===== config.mk =====
export PLATFORM = sky130hd
export DESIGN_NAME = sd_spi_card_responder
export DESIGN_NICKNAME = d
export VERILOG_FILES = /design/src/rtl/sd_spi_pkg.sv /design/src/rtl/sd_crc16_ccitt.sv /design/src/rtl/sd_spi_card_responder.sv
export SDC_FILE = /design/constraint.sdc
export NUM_CORES = 1
export LEC_CHECK = 0
export ABC_CLOCK_PERIOD_IN_PS = 8200
export CAP_MARGIN = 30
export CORE_ASPECT_RATIO = 0.9
export CORE_UTILIZATION = 53
export DETAILED_ROUTE_END_ITERATION = 10
export PLACE_DENSITY = 0.86
export SETUP_SLACK_MARGIN = 0.4
export SYNTH_ARGS = -nofsm -noshare
export SYNTH_HDL_FRONTEND = slang
export SYNTH_SLANG_ARGS = --single-unit

===== constraint.sdc =====
create_clock -name clk_50mhz -period 8.2 [get_ports clk_50mhz]
set_input_delay 1.64 -clock clk_50mhz [delete_from_list [all_inputs] [get_ports clk_50mhz]]
set_output_delay 1.64 -clock clk_50mhz [all_outputs]
set_load 0.005 [all_outputs]

===== src/rtl/sd_spi_pkg.sv =====
// Shared constants, state encoding and the command-frame CRC7 for the SD SPI card responder.
package sd_spi_pkg;

   localparam logic [5:0] CmdGoIdle      = 6'd0;
   localparam logic [5:0] CmdSendIfCond  = 6'd8;
   localparam logic [5:0] CmdSetBlocklen = 6'd16;
   localparam logic [5:0] CmdReadSingle  = 6'd17;
   localparam logic [5:0] AcmdSendOpCond = 6'd41;
   localparam logic [5:0] CmdAppCmd      = 6'd55;
   localparam logic [5:0] CmdReadOcr     = 6'd58;

   localparam int unsigned R1Idle     = 0;
   localparam int unsigned R1Illegal  = 2;
   localparam int unsigned R1CrcErr   = 3;
   localparam int unsigned R1AddrErr  = 5;
   localparam int unsigned R1ParamErr = 6;

   localparam logic [7:0]  DataToken = 8'hFE;
   localparam int unsigned BlockLen  = 512;

   localparam logic [31:0] OcrBase = 32'h80FF_8000;
   localparam logic [31:0] OcrCcs  = 32'h4000_0000;

   typedef enum logic [2:0] {
      StRxWait,
      StRxCmd,
      StRespGap,
      StRespTx,
      StDataGap,
      StDataTx
   } state_e;

   // CRC7 (x^7 + x^3 + 1, init 0) over the first 40 bits of a command frame.
   function automatic logic [6:0] crc7(input logic [39:0] data);
      logic [6:0] crc;
      logic       fb;
      crc = '0;
      for (int i = 39; i >= 0; i--) begin
         fb  = data[i] ^ crc[6];
         crc = {crc[5:0], 1'b0} ^ (fb ? 7'h09 : 7'h00);
      end
      return crc;
   endfunction

endpackage


===== src/rtl/sd_crc16_ccitt.sv =====
// Byte-wise CRC16-CCITT (poly 0x1021, init 0) accumulator, MSB first, with clear and enable.
module sd_crc16_ccitt (
   input  logic        clk,
   input  logic        reset,
   input  logic        clr,
   input  logic        en,
   input  logic [7:0]  data,
   output logic [15:0] crc
);

   logic [15:0] crc_q, crc_d;

   always_comb begin
      crc_d = crc_q;
      if (clr) begin
         crc_d = '0;
      end else if (en) begin
         for (int i = 7; i >= 0; i--) begin
            crc_d = {crc_d[14:0], 1'b0} ^ ((data[i] ^ crc_d[15]) ? 16'h1021 : 16'h0000);
         end
      end
   end

   always_ff @(posedge clk or posedge reset) begin
      if (reset) begin
         crc_q <= '0;
      end else begin
         crc_q <= crc_d;
      end
   end

   assign crc = crc_q;

endmodule


===== src/rtl/sd_spi_card_responder.sv =====
// SD card emulator in SPI mode 0: decodes command frames, answers R1/R3/R7 and serves CMD17
// single-block reads from an external byte memory, all oversampled on clk_50mhz.
module sd_spi_card_responder
   import sd_spi_pkg::*;
#(
   parameter bit          SDHC       = 1'b1,
   parameter int unsigned NCR_BYTES  = 1,
   parameter int unsigned NAC_BYTES  = 2,
   parameter int unsigned INIT_POLLS = 2,
   parameter bit          CHECK_CRC  = 1'b1
) (
   input  logic        clk_50mhz,
   input  logic        reset,
   input  logic        sd_clock,
   input  logic        sd_cmd,
   input  logic        sd_dat3,
   output logic        sd_dat,
   output logic        sd_dat_oe,
   output logic        mem_rd,
   output logic [31:0] blk_addr,
   output logic [8:0]  byte_idx,
   input  logic [7:0]  mem_rdata,
   output logic        cmd_valid,
   output logic [5:0]  cmd_index,
   output logic [31:0] cmd_arg,
   output logic        idle_state
);

   logic [2:0]  sclk_q;
   logic [1:0]  mosi_q, cs_q;
   logic        sclk_rise, sclk_fall, mosi, cs_n;

   state_e      state_q, state_d;
   logic [46:0] rx_sr_q, rx_sr_d;
   logic [5:0]  rx_cnt_q, rx_cnt_d;
   logic [7:0]  tx_sr_q, tx_sr_d;
   logic [2:0]  bit_cnt_q, bit_cnt_d;
   logic [9:0]  byte_cnt_q, byte_cnt_d;
   logic        last_q, last_d;
   logic [39:0] resp_q, resp_d;
   logic        resp_long_q, resp_long_d;
   logic        read_go_q, read_go_d;
   logic        dat_q, dat_d, oe_q, oe_d;
   logic        mem_rd_q, mem_rd_d, rd_dly_q;
   logic [7:0]  hold_q, hold_d;
   logic [31:0] blk_addr_q, blk_addr_d;
   logic [8:0]  byte_idx_q, byte_idx_d;
   logic        cmd_valid_q, cmd_valid_d;
   logic [5:0]  cmd_index_q, cmd_index_d;
   logic [31:0] cmd_arg_q, cmd_arg_d;
   logic        idle_q, idle_d, app_cmd_q, app_cmd_d;
   logic [7:0]  polls_q, polls_d;

   logic [47:0] frame;
   logic [5:0]  f_idx;
   logic [31:0] f_arg;
   logic        frame_ok, f_crc_ok;
   logic [7:0]  r1, ld_byte;
   logic [31:0] trailer, dec_blk;
   logic        dec_long, dec_idle, dec_read;
   logic [7:0]  dec_polls;
   logic        crc_clr, crc_en;
   logic [15:0] crc;

   assign sclk_rise = sclk_q[1] & ~sclk_q[2];
   assign sclk_fall = ~sclk_q[1] & sclk_q[2];
   assign mosi      = mosi_q[1];
   assign cs_n      = cs_q[1];

   assign frame    = {rx_sr_q, mosi};
   assign f_idx    = frame[45:40];
   assign f_arg    = frame[39:8];
   assign frame_ok = frame[46] & frame[0];
   assign f_crc_ok = !CHECK_CRC || (crc7(frame[47:8]) == frame[7:1]);

   // Command decode: response bytes and card-flag updates for the frame completing now.
   always_comb begin
      r1        = '0;
      trailer   = '0;
      dec_long  = 1'b0;
      dec_idle  = idle_q;
      dec_polls = polls_q;
      dec_read  = 1'b0;
      dec_blk   = blk_addr_q;
      case (f_idx)
         CmdGoIdle: begin
            if (!f_crc_ok) begin
               r1[R1CrcErr] = 1'b1;
            end else begin
               dec_idle  = 1'b1;
               dec_polls = '0;
            end
         end
         CmdSendIfCond: begin
            if (!f_crc_ok) begin
               r1[R1CrcErr] = 1'b1;
            end else begin
               dec_long = 1'b1;
               trailer  = {16'h0000, 4'h0, f_arg[11:8], f_arg[7:0]};
            end
         end
         CmdAppCmd: ;
         AcmdSendOpCond: begin
            if (app_cmd_q) begin
               if (polls_q != 8'hFF) dec_polls = polls_q + 8'd1;
               if ({24'd0, dec_polls} >= INIT_POLLS) dec_idle = 1'b0;
            end else begin
               r1[R1Illegal] = 1'b1;
            end
         end
         CmdReadOcr: begin
            dec_long = 1'b1;
            trailer  = (SDHC && !idle_q) ? (OcrBase | OcrCcs) : OcrBase;
         end
         CmdSetBlocklen: begin
            if (f_arg != BlockLen) r1[R1ParamErr] = 1'b1;
         end
         CmdReadSingle: begin
            if (idle_q) begin
               r1[R1Illegal] = 1'b1;
            end else if (!SDHC && f_arg[8:0] != 9'd0) begin
               r1[R1AddrErr] = 1'b1;
            end else begin
               dec_read = 1'b1;
               dec_blk  = SDHC ? f_arg : {9'd0, f_arg[31:9]};
            end
         end
         default: r1[R1Illegal] = 1'b1;
      endcase
      r1[R1Idle] = dec_idle;
   end

   always_comb begin
      state_d     = state_q;
      rx_sr_d     = rx_sr_q;
      rx_cnt_d    = rx_cnt_q;
      tx_sr_d     = tx_sr_q;
      bit_cnt_d   = bit_cnt_q;
      byte_cnt_d  = byte_cnt_q;
      last_d      = last_q;
      resp_d      = resp_q;
      resp_long_d = resp_long_q;
      read_go_d   = read_go_q;
      dat_d       = dat_q;
      oe_d        = oe_q;
      mem_rd_d    = 1'b0;
      hold_d      = rd_dly_q ? mem_rdata : hold_q;
      blk_addr_d  = blk_addr_q;
      byte_idx_d  = byte_idx_q;
      cmd_valid_d = 1'b0;
      cmd_index_d = cmd_index_q;
      cmd_arg_d   = cmd_arg_q;
      idle_d      = idle_q;
      app_cmd_d   = app_cmd_q;
      polls_d     = polls_q;
      crc_clr     = 1'b0;
      crc_en      = 1'b0;
      ld_byte     = 8'hFF;

      if (cs_n) begin
         state_d   = StRxWait;
         oe_d      = 1'b0;
         dat_d     = 1'b1;
         rx_cnt_d  = '0;
         bit_cnt_d = '0;
         last_d    = 1'b0;
         read_go_d = 1'b0;
      end else begin
         case (state_q)
            StRxWait: begin
               if (sclk_rise && !mosi) begin
                  rx_sr_d  = {rx_sr_q[45:0], mosi};
                  rx_cnt_d = 6'd1;
                  state_d  = StRxCmd;
               end
            end
            StRxCmd: begin
               if (sclk_rise) begin
                  rx_sr_d  = {rx_sr_q[45:0], mosi};
                  rx_cnt_d = rx_cnt_q + 6'd1;
                  if (rx_cnt_q == 6'd47) begin
                     rx_cnt_d = '0;
                     state_d  = StRxWait;
                     if (frame_ok) begin
                        cmd_valid_d = 1'b1;
                        cmd_index_d = f_idx;
                        cmd_arg_d   = f_arg;
                        idle_d      = dec_idle;
                        app_cmd_d   = (f_idx == CmdAppCmd);
                        polls_d     = dec_polls;
                        read_go_d   = dec_read;
                        blk_addr_d  = dec_blk;
                        resp_d      = {r1, trailer};
                        resp_long_d = dec_long;
                        byte_cnt_d  = '0;
                        bit_cnt_d   = '0;
                        last_d      = 1'b0;
                        state_d     = StRespGap;
                     end
                  end
               end
            end
            default: begin
               // Transmit states: bytes are loaded at the falling edge that drives their MSB.
               if (sclk_fall) begin
                  if (bit_cnt_q != 3'd0) begin
                     dat_d     = tx_sr_q[7];
                     tx_sr_d   = {tx_sr_q[6:0], 1'b1};
                     bit_cnt_d = bit_cnt_q + 3'd1;
                  end else if (last_q) begin
                     state_d = StRxWait;
                     oe_d    = 1'b0;
                     dat_d   = 1'b1;
                     last_d  = 1'b0;
                  end else begin
                     byte_cnt_d = byte_cnt_q + 10'd1;
                     case (state_q)
                        StRespGap: begin
                           if (byte_cnt_q == 10'(NCR_BYTES - 1)) begin
                              state_d    = StRespTx;
                              byte_cnt_d = '0;
                           end
                        end
                        StRespTx: begin
                           ld_byte = resp_q[39:32];
                           resp_d  = {resp_q[31:0], 8'hFF};
                           if (byte_cnt_q == (resp_long_q ? 10'd4 : 10'd0)) begin
                              byte_cnt_d = '0;
                              if (read_go_q) state_d = StDataGap;
                              else           last_d  = 1'b1;
                           end
                        end
                        StDataGap: begin
                           if (byte_cnt_q == 10'(NAC_BYTES - 1)) begin
                              state_d    = StDataTx;
                              byte_cnt_d = '0;
                           end
                        end
                        StDataTx: begin
                           if (byte_cnt_q == 10'd0) begin
                              ld_byte    = DataToken;
                              mem_rd_d   = 1'b1;
                              byte_idx_d = '0;
                              crc_clr    = 1'b1;
                           end else if (byte_cnt_q <= 10'(BlockLen)) begin
                              // Prefetch the next byte while this one shifts out.
                              ld_byte    = hold_q;
                              crc_en     = 1'b1;
                              byte_idx_d = byte_idx_q + 9'd1;
                              mem_rd_d   = (byte_cnt_q != 10'(BlockLen));
                           end else if (byte_cnt_q == 10'(BlockLen + 1)) begin
                              ld_byte = crc[15:8];
                           end else begin
                              ld_byte   = crc[7:0];
                              last_d    = 1'b1;
                              read_go_d = 1'b0;
                           end
                        end
                        default: ;
                     endcase
                     oe_d      = 1'b1;
                     dat_d     = ld_byte[7];
                     tx_sr_d   = {ld_byte[6:0], 1'b1};
                     bit_cnt_d = 3'd1;
                  end
               end
            end
         endcase
      end
   end

   always_ff @(posedge clk_50mhz or posedge reset) begin
      if (reset) begin
         sclk_q      <= '0;
         mosi_q      <= '1;
         cs_q        <= '1;
         state_q     <= StRxWait;
         rx_sr_q     <= '0;
         rx_cnt_q    <= '0;
         tx_sr_q     <= 8'hFF;
         bit_cnt_q   <= '0;
         byte_cnt_q  <= '0;
         last_q      <= 1'b0;
         resp_q      <= '1;
         resp_long_q <= 1'b0;
         read_go_q   <= 1'b0;
         dat_q       <= 1'b1;
         oe_q        <= 1'b0;
         mem_rd_q    <= 1'b0;
         rd_dly_q    <= 1'b0;
         hold_q      <= '0;
         blk_addr_q  <= '0;
         byte_idx_q  <= '0;
         cmd_valid_q <= 1'b0;
         cmd_index_q <= '0;
         cmd_arg_q   <= '0;
         idle_q      <= 1'b1;
         app_cmd_q   <= 1'b0;
         polls_q     <= '0;
      end else begin
         sclk_q      <= {sclk_q[1:0], sd_clock};
         mosi_q      <= {mosi_q[0], sd_cmd};
         cs_q        <= {cs_q[0], sd_dat3};
         state_q     <= state_d;
         rx_sr_q     <= rx_sr_d;
         rx_cnt_q    <= rx_cnt_d;
         tx_sr_q     <= tx_sr_d;
         bit_cnt_q   <= bit_cnt_d;
         byte_cnt_q  <= byte_cnt_d;
         last_q      <= last_d;
         resp_q      <= resp_d;
         resp_long_q <= resp_long_d;
         read_go_q   <= read_go_d;
         dat_q       <= dat_d;
         oe_q        <= oe_d;
         mem_rd_q    <= mem_rd_d;
         rd_dly_q    <= mem_rd_q;
         hold_q      <= hold_d;
         blk_addr_q  <= blk_addr_d;
         byte_idx_q  <= byte_idx_d;
         cmd_valid_q <= cmd_valid_d;
         cmd_index_q <= cmd_index_d;
         cmd_arg_q   <= cmd_arg_d;
         idle_q      <= idle_d;
         app_cmd_q   <= app_cmd_d;
         polls_q     <= polls_d;
      end
   end

   sd_crc16_ccitt u_crc (
      .clk   (clk_50mhz),
      .reset (reset),
      .clr   (crc_clr),
      .en    (crc_en),
      .data  (ld_byte),
      .crc   (crc)
   );

   assign sd_dat     = dat_q;
   assign sd_dat_oe  = oe_q;
   assign mem_rd     = mem_rd_q;
   assign blk_addr   = blk_addr_q;
   assign byte_idx   = byte_idx_q;
   assign cmd_valid  = cmd_valid_q;
   assign cmd_index  = cmd_index_q;
   assign cmd_arg    = cmd_arg_q;
   assign idle_state = idle_q;

endmodule


* After elaboration in Yosys (flattened, before gate mapping)
Cells that the tools add are included.
** Operators by class
- $mul :: 0
- Div/mod/pow operators :: 0
- Shifts and indexed selects :: 0
- Equality and inequality tests :: 46
- Bitwise logic cells :: 105
- $add $sub $neg :: 5
- Magnitude comparators :: 2
- Muxes and demuxes :: 201
- Reduce and logical (&&, ||, !) cells :: 36
** Operator list (number)
- 40-bit two-way mux :: 7
- 7-bit by 4-bit XOR with 7-bit output :: 37
- 4-bit two-way mux :: 40
- 16-bit XOR :: 8
- 8-bit two-way mux :: 15
- 13-bit two-way mux :: 8
- 47-bit two-way mux :: 2
- 47-bit one-hot mux with 2 select lines :: 1
- 10-bit two-way mux :: 9
- 40-bit one-hot mux with 2 select lines :: 1
- 1-bit two-way mux :: 73
- 32-bit one-hot mux with 2 select lines :: 1
- 3-bit two-way mux :: 19
- 1-bit XOR :: 44
- 16-bit two-way mux :: 2
- 32-bit by 10-bit inequality test with 1-bit output, second input constant :: 1
- 8-bit one-hot mux with 2 select lines :: 2
- 31-bit two-way mux :: 1
- 10-bit one-hot mux with 3 select lines :: 1
- 6-bit == test, second input constant :: 4
- 6-bit two-way mux :: 4
- 6-bit inequality test, second input constant :: 4
- 10-bit one-hot mux with 2 select lines :: 1
- 9-bit two-way mux :: 2
- other kinds (56) :: 108
** Storage, ports and cells
- Output and inout port bits :: 84
- Memory bits (read-only) :: 0
- Logic and storage cells :: 422
- Register bits :: 245
- Memory bits (writable) :: 0
- Bits in latches :: 0
- Bits of input ports :: 13
- Memories :: 0

* Depth between registers and ports, before layout
Gate-level depths: netlist of run 1.
- Depth in word-level cells :: 120
- Depth in mapped cells :: 13
- Gate-level depth less buffers :: 11

* Hierarchy
Synthesis of run 1 repeated with hierarchy kept, for this count alone.
** Unflattened totals
- Cell total of the unflattened synthesis :: 1166
- Area total of the unflattened synthesis :: 12343.1 um^2
** By module, submodules not included
- sd_spi_card_responder :: sequential area each 5771.8 um^2, area an instance 11288.3 um^2, cells an instance 1087, instances 1
- sd_crc16_ccitt :: sequential area each 400.4 um^2, area an instance 1054.8 um^2, cells an instance 79, instances 1

* Worst setup path after synthesis of run 1
OpenSTA, ideal clock, no wires.
- Kind :: reg-to-reg
- Start :: register byte_cnt_q[6]
- End :: register u_crc.crc_q[8], in the netlist u_crc.crc[8]
- Setup slack :: 5044 ps
- Setup time :: 130 ps
- Cell stages (with the launch flop) :: 12
- Data required time :: 8070 ps
- Buffers on the path :: 2
- Arrival time :: 3026 ps
- Period minus slack after synthesis :: 3156 ps
- Cell sequence :: dfrtp_1 -> or4_1 -> buf_4 -> or4_4 -> buf_6 -> mux2_1 -> o221ai_2 -> nand3_1 -> xor2_1 -> xnor2_2 -> xnor2_1 -> o21ai_1
** On the way
- Longest elaborated chain between the ends :: 24
- Elaborated cells between the ends (all ways) :: 42
- Classes of those cells :: order compare: 1; eq/ne: 1; mux: 28; bitwise: 10; reduce/logical: 2
** RTL lines
- start: declaration :: RTL line sd_spi_card_responder.sv:38 : logic [9:0] byte_cnt_q, byte_cnt_d;
- start signal: assignment :: RTL line sd_spi_card_responder.sv:309 : byte_cnt_q <= byte_cnt_d;
- parallel branches: the longest is 24 deep, another holds 10-bit <= comparator
- end signal: assignment :: RTL line sd_crc16_ccitt.sv:28 : crc_q <= crc_d;
- end: declaration :: RTL line sd_crc16_ccitt.sv:11 : logic [15:0] crc_q, crc_d;
Several ways; the timed one is not identified. The select of a mux whose other input is x is not followed.
A chain may end at the register's enable or synchronous reset.

* Worst setup path after layout of run 1
- Start :: register state_q[1]
- End :: register blk_addr_q[6], in the netlist blk_addr[6]
** On the way
- Longest elaborated chain between the ends :: 2
** RTL lines
- start: declaration :: RTL line sd_spi_card_responder.sv:33 : state_e state_q, state_d;
- start signal: assignment :: RTL line sd_spi_card_responder.sv:277 : state_q <= StRxWait;
- start signal: assignment :: RTL line sd_spi_card_responder.sv:304 : state_q <= state_d;
- 3-bit by 1-bit == test with 1-bit output :: RTL line sd_spi_card_responder.sv:169 : case (state_q)
- 7-bit AND reduction (no line)
- end signal: assignment :: RTL line sd_spi_card_responder.sv:319 : blk_addr_q <= blk_addr_d;
- end: declaration :: RTL line sd_spi_card_responder.sv:46 : logic [31:0] blk_addr_q, blk_addr_d;
Every way passes these cells.

==> results of run 1 <==
==> cell families (layout without fill, tap and decap cells) <==
group | Yosys count | count (layout) | synth area share (%)
AO/OA/AOI/OAI | 200 | 200 | 10.6
XOR/XNOR | 100 | 100 | 11.0
adder cells (fa/ha/maj) | 8 | 8 | 0.821
buffers and inverters | 85 | 159 | 2.85
flip-flops | 244 | 244 | 50.6
multiplexers | 97 | 97 | 8.94
AND/OR/NAND/NOR | 406 | 406 | 15.2
==> layout by cell type (no fill, tap or decap), types with 6 or more instances in the layout <==
cell type and count:
mux2_2 84, ha_1 8, a221o_1 8, nand2b_1 15, mux2i_1 7, nand4_1 13, nor2_1 51, xnor3_1 25
nor4_1 14, a22o_1 8, xor2_1 25, dfstp_2 53, o31ai_1 10, nand3_1 26, inv_1 9, o21ai_1 7
a21oi_1 42, clkbuf_16 26, o21ai_0 72, and2_1 8, a211oi_1 6, clkdlybuf4s50_1 96, nor2b_1 7, xnor2_1 39
or3_1 9, and3_1 12, nor3_1 14, dfrtp_1 191, nand2_1 216
==> worst max-delay path by stage <==
stage	from	end	slack, ps
2_1_floorplan	reset	app_cmd_q$_DFFE_PP0P_	3400
3_3_place_gp	state_q[1]$_DFFE_PP0P_	blk_addr[2]$_DFFE_PP0P_	3250
3_5_place_dp	state_q[1]$_DFFE_PP0P_	blk_addr[25]$_DFFE_PP0P_	3020
4_1_cts	state_q[1]$_DFFE_PP0P_	blk_addr[25]$_DFFE_PP0P_	2970
5_1_grt	state_q[1]$_DFFE_PP0P_	blk_addr[6]$_DFFE_PP0P_	2430
6_report	state_q[1]$_DFFE_PP0P_	blk_addr[6]$_DFFE_PP0P_	2950
==> flip-flops by register name (all words and copies together) (netlist names), 2 cells and up <==
name	cells
rx_cnt_q	6
state_q	3
hold_q	8
mosi_q	2
u_crc.crc	16
polls_q	8
sclk_q	3
cmd_arg	32
tx_sr_q	7
byte_cnt_q	10
bit_cnt_q	3
resp_q	40
rx_sr_q	47
cmd_index	6
blk_addr	32
byte_idx	9
cs_q	2
==> through the flow <==
stage,total power [uW],utilization (%),setup slack (ps)
6_report,2710,63.2,2950
5_1_grt,2800,63.2,2430
4_1_cts,2730,63.2,2970
3_5_place_dp,1510,59.2,3020
3_3_place_gp,1500,59.1,3250
2_1_floorplan,1460,-,3400
==> area by class of cell <==
type                    instances  area [sq um]  area share (%)
clock buffers                  36           738            5.19
clock inverters                 9           151            1.06
inverters                      11          45.0           0.317
multi-input cells             811          5690            40.0
flip-flops and latches        244          6170            43.4
well taps                     297           372            2.61
repair buffers                103          1050            7.36
==> critical path: cells and delay by family, from the launching register on <==
family / cells / cell delay [ps]
mux: 1 / 390
buf+inv: 2 / 1280
simple gates: 5 / 2840
flops: 1 / 540
==> power by group through the flow <==
stage               clock, uW  combinational, uW  sequential, uW
floorplan                   0                165            1290
finish                   1220                213            1280
CTS                      1230                212            1280
detailed placement          0                209            1300
global placement            0                202            1300
global route             1280                237            1290
==> per-layer routing <==
metal | global-route usage, % | vias up
li1 | - | 4092
met1 | 32.5 | 4427
met2 | 40.8 | 314
met3 | 3.59 | 50
met4 | 6.65 | 0
met5 | 0 | -
==> flow_summary_export.csv, run 1 <==
group,metric,value,unit
critical_path,rrSetupSlack,2950,ps
clock_tree,hold_buffers,0,
critical_path,cp_slowest_stage_delay,910,ps
cells_and_area,n_fill_cell,1669,
critical_path,critPathRequiredTime,8590,ps
synth,ys_async_sr_fraction,100,%
pwr,vdd_drop_max,0.223,mV
synth,syn_avg_cell_area,10.7,sq um
detailed_routing,viasPerCell,5.88,
clock_tree,clock-sinks,244,
clock_tree,cts.clk_slew.worst_paths,60,ps
synth,syn-instance-count,1140,
floorplanning,ios,97,
critical_path,crit_arrival,5640,ps
grt,grt_overflow,0,
grt,track_usage,24.1,%
min_path,hold_end,"mosi_q[1]$_DFF_PP1_",
cells_and_area,n_antenna_cell,0,
synth,synth.area.top_cells,"dfrtp_1 (39%), dfstp_2 (11%), mux2_2 (7.8%)",
sta,fin_tns_setup,0,ps
sta,hold_ws,356,ps
clock_tree,numCtsBuffers,25,
sta,hold_violations,0,
detailed_routing,ant_nets,0,
clock_tree,clock_path_buffers,3,
floorplanning,start_util,54.2,%
synth,syn_area,12200,sq um
floorplanning,rows,52,
floorplanning,die_y,146,um
clock_tree,post-cts-setup-buffers,0,
clock_tree,cts_tree,"yes",
sta,grt_setup_unrepaired,"no",
critical_path,crit_path_end_kind,"register",
critical_path,r2r_end,"blk_addr[6]$_DFFE_PP0P_",
pwr,switchingPower,620,uW
cells_and_area,final_cells,1511,
place,port_buffers,96,
place,dpl_cell_area,13300,sq um
grt,antenna_found_initial,0,
sta,finClkSkew,11.6,ps
min_path,hold_depth,0,
pwr,leakagePower,0.00647,uW
synth,synthFlopType,"dfrtp_1",
synth,yosysWarnings,0,
outcome,outcome,"completed",
cells_and_area,area_growth,16.5,%
floorplanning,die_w,162,um
sta,tightestPinTransition,1010,ps
cells_and_area,fin_area,14200,sq um
synth,ys_types,73,
min_path,min_from,"mosi_q[0]$_DFF_PP1_",
critical_path,cp-start-kind,"register",
min_path,hp-class,"reg -> reg",
synth,synth_seq_cells,244,
pwr,power_frac_seq,47.3,%
pwr,swShare,22.8,%
synth,synth_commonest_cells,"nand2_1 (217), dfrtp_1 (191), mux2_2 (84)",
critical_path,r2r_cells,8,
detailed_routing,met2_length,14000,um
clock_tree,clk_latency,510,ps
critical_path,path_class,"reg -> reg",
detailed_routing,avgRoutedWirePerCell,18.6,um
critical_path,cp_max_fo,45,
synth,ys_seq_area_share,50.6,%
place,place.gp.congestion,0.915,
sta,period_needed,5250,ps
grt,grt_pass1_vias,8966,
sta,fmax,191,MHz
critical_path,cp_slowest_cell,"nor4_1",
synth,yosysMostFrequentCell,"nand2_1",
synth,synth_edf_count,0,
detailed_routing,top_layer,"met4",
critical_path,reg2reg_from,"state_q[1]$_DFFE_PP0P_",
flow_run,cap_viol_max_count,0,
clock_tree,htree_levels,1,
pwr,p_per_area,191,nW/um^2
detailed_routing,met1Wirelength,11900,um
cells_and_area,fin_nets,1217,
pwr,p_int,2090,uW
sta,max_slew_margin,32.6,%
pwr,pwr-share-comb,7.8,%
critical_path,crit_chain,"nor2_1, nand2_1, nor4_1, nand2b_2, inv_2, and2_1, buf_4, mux2_2",
grt,grt_pass1_wl,46200,um
floorplanning,coreArea,22500,sq um
detailed_routing,drc_errors,0,
detailed_routing,wirelength,28100,um
sta,finalSetupViolations,0,
detailed_routing,drt_first_pass_iters,5,
place,dpl.cell_count,1466,
floorplanning,dieArea,23600,sq um
sta,drv_slew,0,
clock_tree,cts-root-buf,"clkbuf_16",
synth,yosysTopAreaCell,"dfrtp_1",
grt,grt_max_degree,119,
place,dpl.hpwl,18300,um
synth,syn_nets,1161,
cells_and_area,drive_above_1_share,17.5,%
detailed_routing,drtIter0Drc,889,
detailed_routing,met3_length,1570,um
sta,fin_crit_sh,64.0,%
pwr,pwr-share-clk,44.8,%
detailed_routing,via_count,8883,
synth,synth_top_area_share,39.2,%
clock_tree,cts_resized,0,
Power figures use the tool's default switching activity.
==> inputs of run 2 (changes only) <==
ABC_CLOCK_PERIOD_IN_PS = 4970   (was 8200)
CORE_UTILIZATION = 59   (was 53)
PLACE_DENSITY = 0.9   (was 0.86)
clock period = 4.97 ns   (was 8.2 ns; I/O delays follow)
==> run 2 against run 1 <==
Die area decreased by 10%. Power rose by 60%. Critical path depth rose by 1. Largest cell class unchanged. Via count up 1.4%. Cell count fell by 2.3%. Critical endpoint is now polls_q[6]$_DFFE_PP0P_. Combinational power grew 65%. Setup slack got worse by 1800 ps. Sequential power is 66% higher. Sequential share of layout area increased by 0.34 points. Clock-buffer cell count grew 5. Critical path type unchanged. Core utilization increased by 7.0 points. Cell area fell by 0.78%.
==> flow_summary_export.csv, run 2 (same netlist as run 1, synthesis figures left out) <==
group,metric,value,unit
outcome,outcome,"completed",
clock_tree,cts.clk_slew.worst_paths,70,ps
detailed_routing,drt_first_pass_iters,7,
detailed_routing,viasPerCell,6.10,
critical_path,cp_slowest_stage_delay,580,ps
clock_tree,cts_resized,0,
min_path,min_from,"sclk_q[0]$_DFF_PP0_",
floorplanning,die_w,154,um
clock_tree,numCtsBuffers,26,
place,dpl.hpwl,18400,um
place,place.gp.congestion,0.925,
detailed_routing,wirelength,29300,um
grt,grt_overflow,0,
sta,finalSetupViolations,0,
clock_tree,clock-sinks,244,
critical_path,rrSetupSlack,1150,ps
pwr,total_power,4340,uW
floorplanning,ios,97,
sta,hold_violations,0,
floorplanning,die_y,138,um
detailed_routing,ant_nets,0,
sta,tightestPinTransition,1120,ps
cells_and_area,n_antenna_cell,0,
cells_and_area,top_regs,"rx_sr_q x47, resp_q x40",
min_path,hold_depth,0,
critical_path,path_class,"reg -> reg",
sta,drv_slew,0,
critical_path,r2r_end,"polls_q[6]$_DFFE_PP0P_",
sta,fin_crit_sh,76.8,%
grt,grt_max_degree,192,
critical_path,cp_max_fo,13,
min_path,hp-class,"reg -> reg",
sta,fmax,262,MHz
floorplanning,dieArea,21300,sq um
cells_and_area,largest_reg_flops,47,
cells_and_area,fin_area,14100,sq um
cells_and_area,mostFrequentLayoutCell,"nand2_1",
critical_path,crit_chain,"xor3_1, xnor3_1, xnor3_2, xnor2_1, or3_1, a211oi_2, nand4_2, and2_1, o22a_1",
flow_run,cap_viol_max_count,0,
place,dpl.cell_count,1429,
clock_tree,clock_path_buffers,3,
grt,antenna_found_initial,0,
clock_tree,clk_latency,540,ps
cells_and_area,area_growth,15.6,%
clock_tree,htree_levels,1,
place,port_buffers,96,
cells_and_area,final_cells,1477,
clock_tree,cts_tree,"yes",
critical_path,reg2reg_from,"rx_sr_q[39]$_DFFE_PP0P_",
pwr,leakagePower,0.00645,uW
sta,grt_setup_unrepaired,"no",
critical_path,cp-start-kind,"register",
min_path,hold_end,"sclk_q[1]$_DFF_PP0_",
cells_and_area,regMostFlops,"rx_sr_q",
floorplanning,start_util,60.7,%
critical_path,critPathRequiredTime,5390,ps
detailed_routing,via_count,9009,
grt,grt_pass1_wl,47500,um
critical_path,crit_arrival,4230,ps
detailed_routing,drtIter0Drc,780,
clock_tree,post-cts-setup-buffers,0,
pwr,p_per_area,308,nW/um^2
clock_tree,hold_buffers,0,
sta,period_needed,3820,ps
cells_and_area,fin_nets,1223,
grt,track_usage,27.8,%
detailed_routing,avgRoutedWirePerCell,19.8,um
grt,grt_pass1_vias,9008,
floorplanning,rows,49,
cells_and_area,drive_above_1_share,17.3,%
cells_and_area,layout_common_cells,"nand2_1 (216), dfrtp_1 (191), clkdlybuf4s50_1 (96), mux2_2 (84), o21ai_0 (72)",
sta,finClkSkew,20.6,ps
floorplanning,coreArea,20100,sq um
place,dpl_cell_area,13300,sq um
sta,max_slew_margin,25.3,%
critical_path,cp_slowest_cell,"dfrtp_1",
critical_path,r2r_cells,9,
sta,fin_tns_setup,0,ps
critical_path,crit_path_end_kind,"register",
clock_tree,cts-root-buf,"clkbuf_16",
pwr,vdd_drop_max,0.268,mV
detailed_routing,drc_errors,0,
==> run 2: layout make-up <==
class / count / area [sq um]
multi-input cells: 811 / 5690
clock buffers: 41 / 727
clock inverters: 7 / 86.3
repair buffers: 108 / 1060
well taps: 255 / 319
inverters: 11 / 45.0
flip-flops and latches: 244 / 6170
fillers: 1357 / 6000
==> run 2: critical path, delay by kind of cell (launching register included) <==
family | cells | cell delay [ps]
flops | 1 | 580
xor+xnor | 4 | 1580
compound gates | 2 | 530
simple gates | 3 | 980
==> run 2: worst max-delay path by stage <==
stage | startpoint | to | slack, ps | cells after the start
after floorplan | reset | app_cmd_q$_DFFE_PP0P_ | 820 | 1
after global placement | rx_sr_q[39]$_DFFE_PP0P_ | resp_q[5]$_DFFE_PP1P_ | 1410 | 9
after detailed placement | rx_sr_q[39]$_DFFE_PP0P_ | polls_q[7]$_DFFE_PP0P_ | 1250 | 9
after CTS | rx_sr_q[39]$_DFFE_PP0P_ | polls_q[7]$_DFFE_PP0P_ | 1200 | 9
after global routing | rx_sr_q[39]$_DFFE_PP0P_ | resp_q[6]$_DFFE_PP1P_ | 1010 | 9
final | rx_sr_q[39]$_DFFE_PP0P_ | polls_q[6]$_DFFE_PP0P_ | 1150 | 9
==> run 2: stage by stage <==
stage	hold slack [ps]	worst slack, ps	utilization, %
after global placement	334	1410	66.1
after detailed placement	338	1250	66.1
after floorplan	331	815	-
final	349	1150	70.1
after CTS	352	1200	70.1
after global routing	355	1010	70.1
==> run 2: power by group <==
| part | switching [uW] | leakage (uW) | internal, uW |
|---|---|---|---|
| registers | 56.3 | 0.00320 | 2070 |
| logic | 201 | 0.00286 | 151 |
| clock network | 805 | 0.000394 | 1060 |
==> run 2: layer usage <==
metal | track usage (%) | up-vias | part of all wire [%]
met3 | 3.82 | 54 | 6.0
met1 | 36.9 | 4513 | 41
met5 | 0 | - | 0
met2 | 48.3 | 338 | 51
li1 | - | 4104 | -
met4 | 7.26 | 0 | 2.0
==> inputs of run 3 (changes only) <==
ABC_CLOCK_PERIOD_IN_PS = 3410   (was 4970)
CORE_UTILIZATION = 53   (was 59)
PLACE_DENSITY = 0.86   (was 0.9)
clock period = 3.41 ns   (was 4.97 ns; I/O delays follow)
==> run 3 against run 2 <==
Clock skew down 9.0 ps. Maximum frequency up 20%. Sequential power up 46%. Cell count up 7.4%. Sequential share of layout area down 2.8 points. Sequential cell count unchanged. Via count up 1.7%. Clock-buffer cell count down 3. Hold slack better by 7.7 ps. First-iteration DRC count down 0.77%. Routed wire length up 3.9%. Critical path depth up 1.
==> flow_summary_export.csv, run 3 (same netlist as run 1, synthesis figures left out) <==
group,metric,value,unit
grt,antenna_found_initial,0,
cells_and_area,mostFrequentLayoutCell,"nand2_1",
cells_and_area,layout_common_cells,"nand2_1 (215), dfrtp_1 (182), clkdlybuf4s50_1 (96), mux2_2 (84), buf_4 (77)",
detailed_routing,wirelength,30400,um
pwr,leakagePower,0.00687,uW
cells_and_area,final_cells,1586,
cells_and_area,area_growth,23.8,%
cells_and_area,regMostFlops,"rx_sr_q",
sta,drv_slew,0,
sta,hold_violations,0,
sta,max_slew_margin,42.5,%
floorplanning,rows,52,
place,port_buffers,96,
critical_path,path_class,"reg -> reg",
clock_tree,clk_latency,520,ps
clock_tree,htree_levels,1,
cells_and_area,fin_nets,1292,
grt,grt_max_degree,70,
detailed_routing,drtIter0Drc,774,
grt,grt_overflow,0,
sta,tightestPinTransition,859,ps
place,dpl.cell_count,1509,
critical_path,cp_max_fo,8,
cells_and_area,top_regs,"rx_sr_q x47, resp_q x40",
pwr,vdd_drop_max,0.486,mV
floorplanning,die_y,146,um
floorplanning,die_w,162,um
sta,finalSetupViolations,0,
outcome,outcome,"completed",
floorplanning,dieArea,23600,sq um
floorplanning,start_util,54.2,%
pwr,p_per_area,421,nW/um^2
clock_tree,numCtsBuffers,25,
place,dpl.hpwl,19200,um
sta,grt_setup_unrepaired,"yes",
clock_tree,clock_path_buffers,3,
clock_tree,clock-sinks,244,
clock_tree,cts-root-buf,"clkbuf_16",
detailed_routing,viasPerCell,5.77,
sta,fin_tns_setup,0,ps
clock_tree,cts_tree,"yes",
critical_path,cp-start-kind,"register",
critical_path,crit_path_end_kind,"register",
detailed_routing,ant_nets,0,
grt,track_usage,25.1,%
sta,fin_crit_sh,93.6,%
critical_path,crit_arrival,3600,ps
min_path,hp-class,"reg -> reg",
detailed_routing,via_count,9158,
floorplanning,coreArea,22500,sq um
flow_run,cap_viol_max_count,0,
sta,period_needed,3190,ps
clock_tree,hold_buffers,0,
pwr,total_power,6360,uW
place,place.gp.congestion,0.916,
cells_and_area,drive_above_1_share,27.1,%
cells_and_area,largest_reg_flops,47,
grt,grt_pass1_vias,8995,
detailed_routing,drc_errors,0,
grt,grt_pass1_wl,47500,um
cells_and_area,n_antenna_cell,0,
floorplanning,ios,97,
sta,finClkSkew,11.6,ps
detailed_routing,avgRoutedWirePerCell,19.2,um
sta,fmax,313,MHz
clock_tree,cts.clk_slew.worst_paths,70,ps
critical_path,critPathRequiredTime,3820,ps
sta,hold_ws,357,ps
detailed_routing,drt_first_pass_iters,6,
[run 3: metrics by stage]
| stage | area [sq um] | util [%] | worst slack, ps |
|---|---|---|---|
| 2_1_floorplan | 12300 | - | -433 |
| 4_1_cts | 14800 | 65.9 | 316 |
| 3_3_place_gp | 13700 | 60.9 | 198 |
| 6_report | 15100 | 67.1 | 218 |
| 3_5_place_dp | 13700 | 60.9 | 120 |
| 5_1_grt | 15100 | 67.1 | 114 |
[run 3: critical path: stages, from the launching register on]
cell      delay (ps)
dfrtp_2          460
xnor2_4          230
buf_4            160
xor3_2           400
xnor2_2          190
xor2_1           190
or3_4            410
a211oi_4         360
nand4_4          240
and2_4           210
o22a_1           200
[run 3: path summary, 6_finish.rpt]
| kind | start | endpoint | slack, ps | cells past startpoint |
|---|---|---|---|---|
| hold reg to reg | mosi_q[0]$_DFF_PP1_ | mosi_q[1]$_DFF_PP1_ | 360 | 0 |
| hold / removal | mosi_q[0]$_DFF_PP1_ | mosi_q[1]$_DFF_PP1_ | 360 | 0 |
| max in group asynchronous | reset | resp_q[28]$_DFFE_PP1P_ | 2130 | 3 |
| setup reg to reg | rx_sr_q[46]$_DFFE_PP0P_ | polls_q[6]$_DFFE_PP0P_ | 220 | 10 |
| min in group asynchronous | reset | rx_sr_q[21]$_DFFE_PP0P_ | 560 | 2 |
| setup / recovery | rx_sr_q[46]$_DFFE_PP0P_ | polls_q[6]$_DFFE_PP0P_ | 220 | 10 |
[run 3: repair_timing]
item,in CTS,in global routing
pin swaps,23,21
setup endpoints to repair,34,41
hold endpoints to repair,0,0
resized for setup,35,31
buffers inserted,18,14
[run 3: final cells by class]
class	instances	area, sq um
Clock inverter	7	37.5
Multi-Input combinational cell	811	6100
Timing Repair Buffer	178	1620
Inverter	11	45.0
Fill cell	1589	7410
Clock buffer	38	746
Tap cell	297	372
Sequential cell	244	6180
[run 3: power by group]
group	switching, uW	leakage (uW)	total (uW)	internal (uW)
logic	332	0.00330	627	295
registers	83.0	0.00318	3090	3010
clock network	1130	0.000388	2640	1500
total	1550	0.00687	6360	4810
[run 3: metal layers]
layer | track usage (%) | up-vias | part of all wire (%)
li1 | - | 4250 | -
met2 | 41.6 | 285 | 49
met4 | 8.07 | 0 | 3.1
met3 | 4.56 | 70 | 5.3
met5 | 0 | - | 0
met1 | 33.6 | 4553 | 42
